===== src/rtl/nes_pad_responder.sv =====
// NES pad emulator: 4021-style shift register answering host latch/pulse.
// Define TURBO_EN to add turbo_mask autofire masking on alternate windows.
module nes_pad_filter #(
  parameter int SYNC_STAGES   = 2,
  parameter int FILTER_CYCLES = 2
) (
  input  logic clk,
  input  logic rst_n,
  input  logic d_i,
  output logic lvl_o
);

  localparam int CW = $clog2(FILTER_CYCLES + 1);
  localparam logic [CW-1:0] CMAX = CW'(FILTER_CYCLES - 1);

  logic [SYNC_STAGES-1:0] sync_q, sync_d;
  logic [CW-1:0]          cnt_q, cnt_d;
  logic                   lvl_q, lvl_d;
  logic                   s;

  assign s = sync_q[SYNC_STAGES-1];

  // Count consecutive samples that disagree with the accepted level.
  always_comb begin
    sync_d = {sync_q[SYNC_STAGES-2:0], d_i};
    lvl_d  = lvl_q;
    cnt_d  = '0;
    if (s != lvl_q) begin
      if (cnt_q == CMAX) lvl_d = s;
      else               cnt_d = cnt_q + CW'(1);
    end
  end

  always_ff @(posedge clk or negedge rst_n) begin
    if (!rst_n) begin
      sync_q <= '0;
      cnt_q  <= '0;
      lvl_q  <= 1'b0;
    end else begin
      sync_q <= sync_d;
      cnt_q  <= cnt_d;
      lvl_q  <= lvl_d;
    end
  end

  assign lvl_o = lvl_q;

endmodule

module nes_pad_responder #(
  parameter int SYNC_STAGES    = 2,
  parameter int FILTER_CYCLES  = 2,
  parameter int TIMEOUT_CYCLES = 3_000_000
`ifdef TURBO_EN
  ,
  parameter int TURBO_FRAMES   = 4
`endif
) (
  input  logic       clk,
  input  logic       rst_n,
  input  logic       latch_in,
  input  logic       pulse_in,
  input  logic [7:0] buttons,
`ifdef TURBO_EN
  input  logic [7:0] turbo_mask,
`endif
  output logic       data_out,
  output logic       frame_strobe,
  output logic       shifting,
  output logic       link_lost
);

  typedef enum logic [1:0] {
    IDLE  = 2'd0,
    LOAD  = 2'd1,
    SHIFT = 2'd2,
    DONE  = 2'd3
  } state_e;

  localparam int TW = $clog2(TIMEOUT_CYCLES + 1);
  localparam logic [TW-1:0] TO_MAX = TW'(TIMEOUT_CYCLES - 1);

  state_e      state_q, state_d;
  logic [7:0]  shreg_q, shreg_d;
  logic [3:0]  bit_cnt_q, bit_cnt_d;
  logic        fstb_q, fstb_d;
  logic        lost_q, lost_d;
  logic [TW-1:0] to_cnt_q, to_cnt_d;
  logic        latch_prev_q, pulse_prev_q;
  logic        latch_f, pulse_f;
  logic        latch_rise, pulse_rise;
  logic [7:0]  load_val;

  nes_pad_filter #(
    .SYNC_STAGES  (SYNC_STAGES),
    .FILTER_CYCLES(FILTER_CYCLES)
  ) u_latch_flt (
    .clk  (clk),
    .rst_n(rst_n),
    .d_i  (latch_in),
    .lvl_o(latch_f)
  );

  nes_pad_filter #(
    .SYNC_STAGES  (SYNC_STAGES),
    .FILTER_CYCLES(FILTER_CYCLES)
  ) u_pulse_flt (
    .clk  (clk),
    .rst_n(rst_n),
    .d_i  (pulse_in),
    .lvl_o(pulse_f)
  );

  assign latch_rise = latch_f & ~latch_prev_q;
  assign pulse_rise = pulse_f & ~pulse_prev_q;

`ifdef TURBO_EN
  localparam int FW = $clog2(TURBO_FRAMES + 1);
  localparam logic [FW-1:0] FMAX = FW'(TURBO_FRAMES - 1);

  logic [FW-1:0] frm_q, frm_d;
  logic          phase_q, phase_d;

  assign load_val = buttons & ~(turbo_mask & {8{phase_q}});

  always_comb begin
    frm_d   = frm_q;
    phase_d = phase_q;
    if (fstb_d) begin
      if (frm_q == FMAX) begin
        frm_d   = '0;
        phase_d = ~phase_q;
      end else begin
        frm_d = frm_q + FW'(1);
      end
    end
  end

  always_ff @(posedge clk or negedge rst_n) begin
    if (!rst_n) begin
      frm_q   <= '0;
      phase_q <= 1'b0;
    end else begin
      frm_q   <= frm_d;
      phase_q <= phase_d;
    end
  end
`else
  assign load_val = buttons;
`endif

  // Latch level overrides everything: parallel-load mode of the 4021.
  always_comb begin
    state_d   = state_q;
    shreg_d   = shreg_q;
    bit_cnt_d = bit_cnt_q;
    fstb_d    = 1'b0;
    if (latch_f) begin
      state_d   = LOAD;
      shreg_d   = load_val;
      bit_cnt_d = '0;
    end else begin
      unique case (state_q)
        LOAD: begin
          state_d = SHIFT;
          fstb_d  = 1'b1;
        end
        SHIFT: begin
          if (pulse_rise) begin
            shreg_d   = {shreg_q[6:0], 1'b1};
            bit_cnt_d = bit_cnt_q + 4'd1;
            if (bit_cnt_q == 4'd7) state_d = DONE;
          end
        end
        default: ;
      endcase
    end
  end

  always_comb begin
    to_cnt_d = to_cnt_q;
    lost_d   = lost_q;
    if (latch_rise) begin
      to_cnt_d = '0;
      lost_d   = 1'b0;
    end else begin
      if (to_cnt_q != TO_MAX) to_cnt_d = to_cnt_q + TW'(1);
      lost_d = lost_q | (to_cnt_q >= TO_MAX);
    end
  end

  always_ff @(posedge clk or negedge rst_n) begin
    if (!rst_n) begin
      state_q      <= IDLE;
      shreg_q      <= 8'h00;
      bit_cnt_q    <= '0;
      fstb_q       <= 1'b0;
      lost_q       <= 1'b1;
      to_cnt_q     <= '0;
      latch_prev_q <= 1'b0;
      pulse_prev_q <= 1'b0;
    end else begin
      state_q      <= state_d;
      shreg_q      <= shreg_d;
      bit_cnt_q    <= bit_cnt_d;
      fstb_q       <= fstb_d;
      lost_q       <= lost_d;
      to_cnt_q     <= to_cnt_d;
      latch_prev_q <= latch_f;
      pulse_prev_q <= pulse_f;
    end
  end

  always_comb begin
    data_out = 1'b1;
    unique case (state_q)
      IDLE:  data_out = 1'b1;
      LOAD:  data_out = ~shreg_q[7];
      SHIFT: data_out = ~shreg_q[7];
      DONE:  data_out = 1'b0;
      default: data_out = 1'b1;
    endcase
  end

  assign frame_strobe = fstb_q;
  assign shifting     = (state_q == SHIFT);
  assign link_lost    = lost_q;

endmodule


===== config.mk =====
export PLATFORM = sky130hd
export DESIGN_NAME = nes_pad_responder
export DESIGN_NICKNAME = d
export VERILOG_FILES = /design/src/rtl/nes_pad_responder.sv
export SDC_FILE = /design/constraint.sdc
export NUM_CORES = 1
export LEC_CHECK = 0
export CAP_MARGIN = 15
export CORE_MARGIN = 4
export CORE_UTILIZATION = 50
export DETAILED_ROUTE_END_ITERATION = 10
export PLACE_DENSITY = 0.69
export SLEW_MARGIN = 5
export SYNTH_ARGS = -nofsm -noshare
export SYNTH_HDL_FRONTEND = slang
export SYNTH_SLANG_ARGS = --single-unit

===== constraint.sdc =====
create_clock -name clk -period 2.1 [get_ports clk]
set_input_delay 0.42 -clock clk [delete_from_list [all_inputs] [get_ports clk]]
set_output_delay 0.42 -clock clk [all_outputs]
set_load 0.1 [all_outputs]

==> impl_metrics.tcl <==
set metrics [dict create \
    synth_top_area_frac 0.519 \
    ys_top_cells_by_area "dfrtp_1 52%, a21oi_1 3.4%, mux2i_1 3.4%" \
    cp-end-kind "output port" \
    grt-ovfl-total 0 \
    synthArstFlopShare 1.00 \
    grt_use_total 0.160 \
    synth_warnings 0 \
    die_x_um 76.8 \
    finalNonFillerCells 297 \
    critPathMaxFanout 4 \
    cts.clk_slew.worst_paths_ps 90 \
    wl_um 4240 \
    syn_to_final_growth_pct 15.4 \
    nNetsFinal 262 \
    synthTopCellsByCount "49 x dfrtp_1, 19 x nand2_1, 17 x nor2_1" \
    grt_pass1_vias 1730 \
    cts_hold_buf 0 \
    wire_per_inst_um 14.3 \
    r2r_cells 5 \
    skew_ps 6.66 \
    cts_buffer_depth 2 \
    diodes 0 \
    syn-cell-area_mm2 0.00236 \
    tns_ps 0 \
    fmax_mhz 500 \
    synthFlopType "dfrtp_1" \
    vias 1744 \
    ir_worst_vdd_mv 0.527 \
    drt_iter0_drc 124 \
    arrival_ps 1580 \
    synth_enable_flop_cells 0 \
    cts_made_buffers 5 \
    dr.pass1.iters 4 \
    hp-class "in2async" \
    critPathKind "reg2out" \
    yosysMostFrequentCell "dfrtp_1" \
    grt_pass1_wl_um 7710 \
    die-area_mm2 0.00589 \
    p_per_area_mw_per_mm2 1120 \
    vias_per_cell 5.87 \
    seq_area_mm2 0.00125 \
    io_pins 16 \
    port_buffers 15 \
    syn-num-nets 245 \
    gp_congestion 0.806 \
    period_share 0.953 \
    critPathLaunchType "flip-flop" \
    ctsResizeCount 0 \
    h-tree-depth 2 \
    die_y_um 76.8 \
    post_cts_buffers 0 \
    r2r_end "to_cnt_q[18]" \
    num-fill-cells 371 \
    r2r_start "to_cnt_q[0]" \
    multi_input_area_mm2 0.00106 \
    rows 24 \
    ys_seq_elements 50 \
    ys_seq_area_frac 0.530 \
    slew_violations 0 \
    setup_viol 0 \
    cts_sinks 50 \
    finalCriticalPeriod_ps 2000 \
    cp_data_required_time_ps 1680 \
    core_area_mm2 0.00447 \
    worst_pin_slew_ps 607 \
    synthesis.instances 228 \
    max_cap_viol_count 0 \
    grt_max_degree 51 \
    synth.avg_cell_area_um2 10.4 \
    drc 0 \
    status "complete, no violations" \
    drive_above_1_share 0.106 \
    max_stage_delay_ps 400 \
    rrSetupSlack_ps 250 \
    tritoncts "done" \
    clock_latency_ps 300 \
    power_uw 3060 \
    hpwl_um 2900 \
    crit_chain "inv_1, ha_2, mux2i_4, buf_12" \
    finalHoldViolations 0 \
    dp.cells 290 \
    antenna_found_initial 0 \
    initial_utilization 0.529 \
    cellLeakagePower_uw 0.00111 \
    root_buffer "clkbuf_8" \
    netlist-cell-type-count 39 \
    synth_top_cell_by_area "dfrtp_1" \
    critPathSlowestCell "dfrtp_1" \
    max_slew_margin 0.595 \
    fin_util 0.610 \
    antenna_left 0 \
    rsz0062_at_grt "false" \
]
-- metrics by stage --
stage	hold slack (ps)	cell area (um^2)	worst slack [ps]
after floorplan	124	2380	224
after global placement	332	2610	223
after detailed placement	345	2610	184
after CTS	94.9	2720	80.5
after global routing	96.4	2730	28.9
final	82.6	2730	99.7
-- placed cells by master, fill, tap and decap left out, drive strengths merged, types with 5 or more instances in the layout --
master,instances
or4,8
nor3,6
nand2,19
ha,5
nor2,17
o31ai,8
nand4,6
mux2i,8
dfrtp,49
clkdlybuf4s50,10
inv,5
a21oi,16
clkbuf,6
nand3,9
xnor2,9
o21ai,15
buf,10
-- cell families after synthesis --
logic type,count (synthesis),synth area share
AND/OR/NAND/NOR,91,0.216
flip-flops,50,0.530
AO/OA/AOI/OAI,46,0.112
buffers and inverters,15,0.0317
XOR/XNOR,11,0.0407
multiplexers,10,0.0434
adder cells (fa/ha/maj),5,0.0265
-- worst max-delay path: cells and delay by family, from the launching register on --
kind,cells,cell delay (ps)
multiplexers,1,250
flip-flops,1,400
adder cells (fa/ha/maj),1,360
buffers and inverters,2,260
-- worst max path at each step --
stage	from	depth (start not counted)	end
floorplan	state_q[0]	3	data_out
global placement	to_cnt_q[0]	5	to_cnt_q[18]
detailed placement	to_cnt_q[0]	5	to_cnt_q[18]
CTS	state_q[0]	4	data_out
global route	state_q[0]	4	data_out
finish	state_q[0]	4	data_out
-- sequential cells by signal (all words and copies together), names as in the netlist, 2 cells and up --
name / cells
bit_cnt_q: 4
state_q: 2
u_pulse_flt.cnt_q: 2
u_pulse_flt.sync_q: 2
shreg_q: 8
to_cnt_q: 22
u_latch_flt.sync_q: 2
u_latch_flt.cnt_q: 2
-- metal layers --
layer / global-route usage / vias to the layer above / share of wire
li1: - / 865 / -
met1: 0.223 / 835 / 0.49
met2: 0.243 / 35 / 0.46
met5: 0 / - / 0
met4: 0.0399 / 0 / 0.010
met3: 0.0515 / 9 / 0.043
-- power breakdown --
group          internal [uW]  total [uW]  leakage (uW)  switching [uW]
Combinational            433        1060      0.000406             624
Clock                    381         682     0.0000573             301
Sequential              1170        1320      0.000648             158
Total                   1980        3060       0.00111            1080
-- cell type report --
type,instances,area share
clock inverters,1,0.0110
inverters,5,0.00688
multi-input cells,163,0.387
well taps,52,0.0238
repair buffers,20,0.0816
flip-flops and latches,50,0.459
clock buffers,6,0.0303
Power figures use the tool's default switching activity.
